**config.mk**
```make
export PLATFORM = sky130hd
export DESIGN_NAME = fifo_rd_packer
export DESIGN_NICKNAME = d
export VERILOG_FILES = /design/src/rtl/fifo_rd_packer_pkg.sv /design/src/rtl/fifo_rd_acc.sv /design/src/rtl/fifo_rd_packer.sv
export SDC_FILE = /design/constraint.sdc
export NUM_CORES = 1
export LEC_CHECK = 0
export CAP_MARGIN = 0
export CORE_AREA = 2 2 109 111
export DETAILED_ROUTE_END_ITERATION = 7
export DIE_AREA = 0 0 111 113
export PLACE_DENSITY = 0.55
export SLEW_MARGIN = 20
export SYNTH_ARGS = -nofsm -noshare
export SYNTH_HDL_FRONTEND = slang
export SYNTH_SLANG_ARGS = --single-unit
export TNS_END_PERCENT = 50
```
**constraint.sdc**
```tcl
create_clock -name rd_clk -period 7.33 [get_ports rd_clk]
set_clock_uncertainty 0.1 [all_clocks]
set_input_delay 1.466 -clock rd_clk [delete_from_list [all_inputs] [get_ports rd_clk]]
set_output_delay 1.466 -clock rd_clk [all_outputs]
set_load 0.03 [all_outputs]
```
**src/rtl/fifo_rd_packer_pkg.sv**
```systemverilog
// ==========================================================================
// fifo_rd_packer_pkg: shared types for the FIFO read-side word packer (rev 1.0)
// ==========================================================================
`default_nettype none

package fifo_rd_packer_pkg;

  localparam int DW         = 8;
  localparam int PACK_N_DEF = 4;

  typedef logic [DW-1:0]            data_t;
  typedef logic [PACK_N_DEF*DW-1:0] pack_t;
  typedef logic [PACK_N_DEF-1:0]    keep_t;

  typedef enum logic [1:0] {
    RUN   = 2'd0,
    DRAIN = 2'd1,
    EMIT  = 2'd2,
    DONE  = 2'd3
  } pk_state_t;

endpackage

`default_nettype wire

```
**src/rtl/fifo_rd_acc.sv**
```systemverilog
// ==========================================================================
// fifo_rd_acc: lane accumulator, captures one popped word per pend cycle (rev 1.0)
// ==========================================================================
`default_nettype none

module fifo_rd_acc
  import fifo_rd_packer_pkg::*;
#(
  parameter int PACK_N = PACK_N_DEF,
  parameter int ACW    = $clog2(PACK_N) + 1
) (
  input  logic                 clk,
  input  logic                 rst,
  input  logic                 capture,
  input  logic                 clear,
  input  logic [DW-1:0]        data,
  output logic [PACK_N*DW-1:0] pack_data,
  output logic [ACW-1:0]       count
);

  logic [DW-1:0] r_lanes [PACK_N];

  // Lanes are zeroed on clear so a partial beat carries zeros in unused lanes.
  always_ff @(posedge clk or posedge rst) begin
    if (rst) begin
      count <= '0;
      for (int i = 0; i < PACK_N; i++) r_lanes[i] <= '0;
    end else if (clear) begin
      count <= '0;
      for (int i = 0; i < PACK_N; i++) r_lanes[i] <= '0;
    end else if (capture) begin
      r_lanes[count[ACW-2:0]] <= data;
      count                   <= count + ACW'(1);
    end
  end

  for (genvar g = 0; g < PACK_N; g++) begin : g_lane
    assign pack_data[g*DW +: DW] = r_lanes[g];
  end

endmodule

`default_nettype wire

```
**src/rtl/fifo_rd_packer.sv**
```systemverilog
// ==========================================================================
// fifo_rd_packer: packs PACK_N FIFO words per stream beat, flush emits partial (rev 1.0)
// ==========================================================================
`default_nettype none

module fifo_rd_packer
  import fifo_rd_packer_pkg::*;
#(
  parameter int PACK_N = PACK_N_DEF,
  parameter int CNT_W  = 16
) (
  input  logic                 rd_clk,
  input  logic                 rd_rst,
  input  logic [DW-1:0]        fifo_data,
  input  logic                 fifo_empty,
  output logic                 fifo_pop,
  output logic [PACK_N*DW-1:0] out_data,
  output logic [PACK_N-1:0]    out_keep,
  output logic                 out_valid,
  input  logic                 out_ready,
  input  logic                 flush,
  output logic                 flush_done,
  output logic [CNT_W-1:0]     beat_cnt
);

  localparam int ACW = $clog2(PACK_N) + 1;

  pk_state_t             state;
  logic                  pend;
  logic [ACW-1:0]        acc_cnt;
  logic [PACK_N*DW-1:0]  acc_data;
  logic                  out_free;
  logic                  xfer;
  logic                  emit_load;
  logic                  acc_room;

  function automatic logic [PACK_N-1:0] keep_mask(input logic [ACW-1:0] n);
    logic [PACK_N-1:0] m;
    m = '0;
    for (int i = 0; i < PACK_N; i++) m[i] = (ACW'(i) < n);
    return m;
  endfunction

  assign out_free  = !out_valid || out_ready;
  assign xfer      = (acc_cnt == ACW'(PACK_N)) && out_free;
  assign emit_load = (state == EMIT) && out_free;
  assign acc_room  = ({1'b0, acc_cnt} + {{ACW{1'b0}}, pend}) < (ACW+1)'(PACK_N);

  // Counting the in-flight word keeps the accumulator from ever overfilling.
  assign fifo_pop  = !rd_rst && !fifo_empty && (state == RUN) && (acc_room || xfer);

  fifo_rd_acc #(
    .PACK_N (PACK_N),
    .ACW    (ACW)
  ) u_acc (
    .clk       (rd_clk),
    .rst       (rd_rst),
    .capture   (pend),
    .clear     (xfer || emit_load),
    .data      (fifo_data),
    .pack_data (acc_data),
    .count     (acc_cnt)
  );

  always_ff @(posedge rd_clk or posedge rd_rst) begin
    if (rd_rst) begin
      state      <= RUN;
      pend       <= 1'b0;
      out_data   <= '0;
      out_keep   <= '0;
      out_valid  <= 1'b0;
      flush_done <= 1'b0;
      beat_cnt   <= '0;
    end else begin
      pend       <= fifo_pop;
      flush_done <= 1'b0;

      if (out_valid && out_ready) beat_cnt <= beat_cnt + CNT_W'(1);

      if (xfer) begin
        out_data  <= acc_data;
        out_keep  <= '1;
        out_valid <= 1'b1;
      end else if (emit_load) begin
        out_data  <= acc_data;
        out_keep  <= keep_mask(acc_cnt);
        out_valid <= 1'b1;
      end else if (out_valid && out_ready) begin
        out_valid <= 1'b0;
      end

      case (state)
        RUN: begin
          if (flush) state <= DRAIN;
        end
        DRAIN: begin
          // Decide only once the last in-flight word has landed.
          if (!pend) begin
            if (acc_cnt == '0) begin
              state      <= DONE;
              flush_done <= 1'b1;
            end else if (acc_cnt == ACW'(PACK_N)) begin
              if (xfer) begin
                state      <= DONE;
                flush_done <= 1'b1;
              end
            end else begin
              state <= EMIT;
            end
          end
        end
        EMIT: begin
          if (emit_load) begin
            state      <= DONE;
            flush_done <= 1'b1;
          end
        end
        DONE:    state <= RUN;
        default: state <= RUN;
      endcase
    end
  end

endmodule

`default_nettype wire

```
==> results of run 1 <==
## stage by stage
stage / util (%) / instance area [sq um] / hold WS (ps)
after detailed placement: 41.2 / 4640 / 364
after global routing: 43.9 / 4950 / 388
after global placement: 41.2 / 4640 / 364
after CTS: 43.9 / 4950 / 375
after floorplan: - / 3870 / 379
final: 43.9 / 4950 / 367
## kinds of logic (layout without fill, tap and decap cells)
kind of cell	count (synthesis)	count (layout)	synth area share [%]
muxes	34	34	9.86
adders and majority gates	9	9	2.91
and+or+nand+nor	109	109	13.7
buffers and inverters	25	94	3.59
xor gates and xnor gates	17	17	3.85
AOI/OAI and AO/OA	46	46	6.60
DFF	92	92	59.5
## layout by cell type, fill, tap and decap left out, drive strengths merged
master,instances
mux2,33
xor2,7
a211oi,1
buf,3
nor2b,2
a21oi,36
o21a,1
a31oi,2
nor3,2
mux2i,1
nor4,1
ha,9
xnor2,10
nand2b,1
nand3b,1
o32a,1
nor4b,1
nor2,10
o21ai,2
nand2,42
nand3,38
and4b,1
clkinvlp,2
and4,1
dfrtp,92
clkbuf,11
o22a,1
clkinv,2
clkdlybuf4s50,67
inv,8
nand4,7
a222oi,1
bufinv,1
a31o,1
and3,2
## final cells by class
class	count	area [sq um]
Tap cell	143	179
Sequential cell	92	2300
Multi-Input combinational cell	215	1430
Clock inverter	5	58.8
Clock buffer	11	253
Fill cell	1081	6320
Timing Repair Buffer	70	693
Inverter	8	31.3
## sequential cells by signal (all words and copies together) (netlist names)
signal and cells:
out_data 32, beat_cnt 16, state 2, u_acc.count 3, out_valid 1, flush_done 1, pend 1, out_keep 4
u_acc.pack_data 32
## how the worst min path moves through the flow
stage | slack [ps] | from | to
detailed placement | 360 | beat_cnt[15] | beat_cnt[15]
global placement | 360 | beat_cnt[15] | beat_cnt[15]
global route | 390 | beat_cnt[15] | beat_cnt[15]
finish | 370 | beat_cnt[15] | beat_cnt[15]
floorplan | 380 | u_acc.pack_data[0] | out_data[0]
CTS | 380 | beat_cnt[15] | beat_cnt[15]
## power by group through the flow
stage / sequential, mW / combinational [mW] / clock (mW)
floorplan: 0.821 / 0.305 / 0
global placement: 0.705 / 0.612 / 0
detailed placement: 0.709 / 0.623 / 0
CTS: 0.699 / 0.624 / 0.491
global route: 0.716 / 0.661 / 0.517
finish: 0.699 / 0.615 / 0.479
## critical path, delay by kind of cell
| kind | cells | cell delay [ps] |
|---|---|---|
| buffers and inverters | 2 | 1330 |
| and+or+nand+nor | 2 | 600 |
| AOI/OAI and AO/OA | 1 | 110 |
## metal layers
metal / global-route usage, % / wire length, um / share of wire, % / up-vias
li1: - / - / - / 1284
met1: 19.2 / 3790 / 46 / 1305
met2: 20.0 / 3740 / 46 / 70
met3: 3.32 / 499 / 6.1 / 9
met4: 5.25 / 123 / 1.5 / 0
met5: 0 / 0 / 0 / -
==> impl_metrics.env, run 1 <==
export IMPL_irDropWorstVdd_v=0.000159
export IMPL_period_minus_slack_ps=5080
export IMPL_antenna_found_initial=0
export IMPL_fp_dieW_um=111
export IMPL_synth_common_cells="dfrtp_1, nand2_1, nand3_1"
export IMPL_cts_buffer_depth=2
export IMPL_via_per_inst=4.90
export IMPL_postCtsResizedCells=0
export IMPL_grt_pass1_vias=2555
export IMPL_grt_total_usage_pct=13.5
export IMPL_die_h_um=113
export IMPL_maxCapViolations=0
export IMPL_drt_initial_drc_count=172
export IMPL_grt_max_degree=72
export IMPL_slew_headroom_pct=46.6
export IMPL_worst_pin_slew_ps=802
export IMPL_startpoint_type="primary input"
export IMPL_vias=2668
export IMPL_wl_um=8160
export IMPL_async_reset_ff_share_pct=100
export IMPL_drive_gt1_share_pct=14.2
export IMPL_start_util_pct=34.3
export IMPL_rows=39
export IMPL_outcome="complete, no violations"
export IMPL_synth_top_cell_by_area="dfrtp_1"
export IMPL_timing_critical_path_from="out_ready"
export IMPL_fin_nets=418
export IMPL_clk_pin_slew_ps=60
export IMPL_syn_to_final_growth_pct=27.9
export IMPL_cts_hold_buf=0
export IMPL_rsz0062_at_grt="no"
export IMPL_p_sw_share_pct=35.4
export IMPL_synth_area_sq_mm=0.00387
export IMPL_grt_pass1_wl_um=13500
export IMPL_dieArea_sq_mm=0.0125
export IMPL_cp_required_ps=5760
export IMPL_n_antenna_cell=0
export IMPL_ff2ff_path_depth=6
export IMPL_hold_viol=0
export IMPL_final_cells=544
export IMPL_setup_tns_ps=0
export IMPL_power_share_sequential_pct=39.0
export IMPL_post_route_period_util_pct=69.3
export IMPL_drt_pass1_iter_count=4
export IMPL_crit_chain="clkdlybuf4s50_1 > nand2b_1 > a31oi_1 > nor4b_1 > clkdlybuf4s50_1"
export IMPL_slew_viol_final=0
export IMPL_whs_path_depth=1
export IMPL_ioPinCount=68
export IMPL_power_share_clock_pct=26.7
export IMPL_synth_edf_count=0
export IMPL_core_area_sq_mm=0.0113
export IMPL_cts_setup_buffers=0
export IMPL_crit_top_cell="clkdlybuf4s50_1"
export IMPL_synth_sequential_area_ratio_pct=59.5
export IMPL_cts_tree="built"
export IMPL_combPwrFrac_pct=34.3
export IMPL_synth_most_common_cell="dfrtp_1"
export IMPL_place_ws_ps=2250
export IMPL_cp_slowest_cell="clkdlybuf4s50_1"
export IMPL_clk_latency_ps=330
export IMPL_port_buffers=67
export IMPL_yosysTopAreaCellShare_pct=59.5
export IMPL_h_tree_depth=3
export IMPL_yosysUniqueCellTypes=37
export IMPL_dp_hpwl_um=5400
export IMPL_drc=0
export IMPL_hold_class="register to register"
export IMPL_wl_per_cell_um=15.0
export IMPL_cts_buffers=9
export IMPL_detail_route_antenna_nets=0
export IMPL_grt_overflow=0
export IMPL_endpoint_kind="output port"
export IMPL_reg2reg_slack_ps=4660
export IMPL_crit_end="fifo_pop"
export IMPL_cp_slowest_stage_delay_ps=750
export IMPL_cts_root_buffer="clkbuf_16"
export IMPL_setup_violations=0
export IMPL_syn_avg_cell_area_sq_um=11.7
export IMPL_max_clock_freq_mhz=197
export IMPL_synth_flop_cell="dfrtp_1"
export IMPL_place_inst=528
export IMPL_p_sw_mw=0.634
export IMPL_r2r_end="out_data[23]"
export IMPL_clock_sinks=92
export IMPL_p_int_mw=1.16
export IMPL_path_max_fanout=6
export IMPL_syn_nets=354
export IMPL_yosys_warnings=0
export IMPL_synth_cells=332
export IMPL_cellLeakagePower_nw=2.20
export IMPL_crit_type="primary input to output port"
export IMPL_yosys_top_cells_area="dfrtp_1, mux2_2, nand3_1"
export IMPL_crit_arrival_ps=3510
export IMPL_power_density_mw_per_mm2=362
export IMPL_setup_ws_ps=2250
export IMPL_gp_congestion=0.773
export IMPL_p_total_mw=1.79
export IMPL_r2r_start="u_acc.count[1]"
export IMPL_ys_ff_latch=92
Power figures use the tool's default switching activity.
==> run 2: changes to the inputs <==
--- a/config.mk
+++ b/config.mk
@@ -9,7 +9,7 @@
 export CORE_AREA = 2 2 109 111
 export DETAILED_ROUTE_END_ITERATION = 7
 export DIE_AREA = 0 0 111 113
-export PLACE_DENSITY = 0.55
+export PLACE_DENSITY = 0.57
 export SLEW_MARGIN = 20
 export SYNTH_ARGS = -nofsm -noshare
 export SYNTH_HDL_FRONTEND = slang
==> constraint.sdc (replaced) <==
create_clock -name rd_clk -period 4.5 [get_ports rd_clk]
set_clock_uncertainty 0.1 [all_clocks]
set_input_delay 0.9 -clock rd_clk [delete_from_list [all_inputs] [get_ports rd_clk]]
set_output_delay 0.9 -clock rd_clk [all_outputs]
set_load 0.03 [all_outputs]
==> impl_metrics.env, run 2 (same netlist as run 1, synthesis figures left out) <==
export IMPL_grt_pass1_wl_um=13800
export IMPL_holdWs_ps=370
export IMPL_wl_met1_um=3900
export IMPL_clk_latency_ps=340
export IMPL_die_h_um=113
export IMPL_gp_congestion=0.744
export IMPL_crit_type="primary input to output port"
export IMPL_cts_root_buffer="clkbuf_16"
export IMPL_clk_pin_slew_ps=60
export IMPL_dpl_cell_area_sq_mm=0.00466
export IMPL_fin_area_sq_mm=0.00497
export IMPL_dieArea_sq_mm=0.0125
export IMPL_h_tree_depth=3
export IMPL_drt_pass1_iter_count=5
export IMPL_path_max_fanout=6
export IMPL_final_cells=544
export IMPL_whs_path_depth=1
export IMPL_n_antenna_cell=0
export IMPL_cts_tree="built"
export IMPL_via_per_inst=4.90
export IMPL_core_area_sq_mm=0.0113
export IMPL_syn_to_final_growth_pct=28.5
export IMPL_final_seq_area_sq_mm=0.00230
export IMPL_cts_hold_buf=0
export IMPL_cp_required_ps=3500
export IMPL_wl_um=8190
export IMPL_layout_common_cells="dfrtp_1, clkdlybuf4s50_1, nand2_1"
export IMPL_drc=0
export IMPL_max_clock_freq_mhz=249
export IMPL_period_minus_slack_ps=4020
export IMPL_rsz0062_at_grt="no"
export IMPL_met3_length_um=320
export IMPL_drt_initial_drc_count=142
export IMPL_drive_gt1_share_pct=14.2
export IMPL_power_density_mw_per_mm2=592
export IMPL_rows=39
export IMPL_outcome="complete, no violations"
export IMPL_antenna_found_initial=0
export IMPL_slew_headroom_pct=53.7
export IMPL_fin_util_pct=44.1
export IMPL_setup_tns_ps=0
export IMPL_detail_route_antenna_nets=0
export IMPL_hold_class="register to register"
export IMPL_multi_input_area_sq_mm=0.00143
export IMPL_hold_viol=0
export IMPL_post_route_period_util_pct=89.3
export IMPL_fp_dieW_um=111
export IMPL_wl_per_cell_um=15.1
export IMPL_dp_hpwl_um=5400
export IMPL_grt_overflow=0
export IMPL_fin_nets=419
export IMPL_maxCapViolations=0
export IMPL_port_buffers=67
export IMPL_top_layer="met4"
export IMPL_wl_met2_um=3800
export IMPL_irDropWorstVdd_v=0.000268
export IMPL_crit_arrival_ps=3020
export IMPL_ioPinCount=68
export IMPL_slew_viol_final=0
export IMPL_cts_setup_buffers=0
export IMPL_worst_pin_slew_ps=695
export IMPL_clock_sinks=92
export IMPL_cellLeakagePower_nw=2.21
export IMPL_grt_total_usage_pct=13.8
export IMPL_postCtsResizedCells=0
export IMPL_vias=2666
export IMPL_fill_cells=1065
export IMPL_place_inst=529
export IMPL_grt_max_degree=72
export IMPL_start_util_pct=34.3
export IMPL_startpoint_type="primary input"
export IMPL_ff2ff_path_depth=6
export IMPL_cts_buffer_depth=2
export IMPL_final_common_cell="dfrtp_1"
export IMPL_endpoint_kind="output port"
export IMPL_grt_pass1_vias=2621
export IMPL_setup_violations=0
export IMPL_cts_buffers=9
## run 2: cell count changes in the layout (fill, tap and decap cells not counted), sizes merged
cell    before  now
buf          3    4
inv          8    9
clkinv       2    1
bufinv       1    2
clkbuf      11    9
## run 2: worst max-delay path, stage by stage
cell and delay (ps):
clkdlybuf4s50_1 560, nand2b_1 210, a31oi_1 100, nor4b_1 470
clkdlybuf4s50_1 770
## run 2: metal layers
layer  up-vias  GRT usage (%)
met2        64           19.9
li1       1292              -
met5         -              0
met3        13           2.04
met1      1297           20.2
met4         0           7.42
## run 2: path summary, 6_finish.rpt
check | from | slack [ps] | end
max | out_ready | 480 | fifo_pop
min | beat_cnt[15] | 370 | beat_cnt[15]
max reg2reg | u_acc.count[0] | 2180 | out_data[14]
min reg2reg | beat_cnt[15] | 370 | beat_cnt[15]
max in group asynchronous | rd_rst | 2550 | out_data[31]
min in group asynchronous | rd_rst | 950 | beat_cnt[1]
## run 2: report_power, final
part           total, mW  switching [mW]  internal (mW)  leakage (nW)
Combinational       1.01           0.582          0.428         0.813
Clock              0.798           0.314          0.484         0.148
Sequential          1.14           0.131           1.01          1.25
## run 2: per-stage QoR
step	power, mW	setup WS [ps]
2_1_floorplan	1.84	1110
3_3_place_gp	2.16	448
3_5_place_dp	2.18	464
4_1_cts	2.98	439
5_1_grt	3.12	342
6_report	2.95	481
## run 2: cell type report
class                           instances  share of cell area, %
Clock inverter                          6                   1.79
Clock buffer                            9                   4.53
Timing Repair Buffer                   71                   14.3
Multi-Input combinational cell        215                   28.8
Sequential cell                        92                   46.3
Tap cell                              143                   3.60
Inverter                                8                  0.654
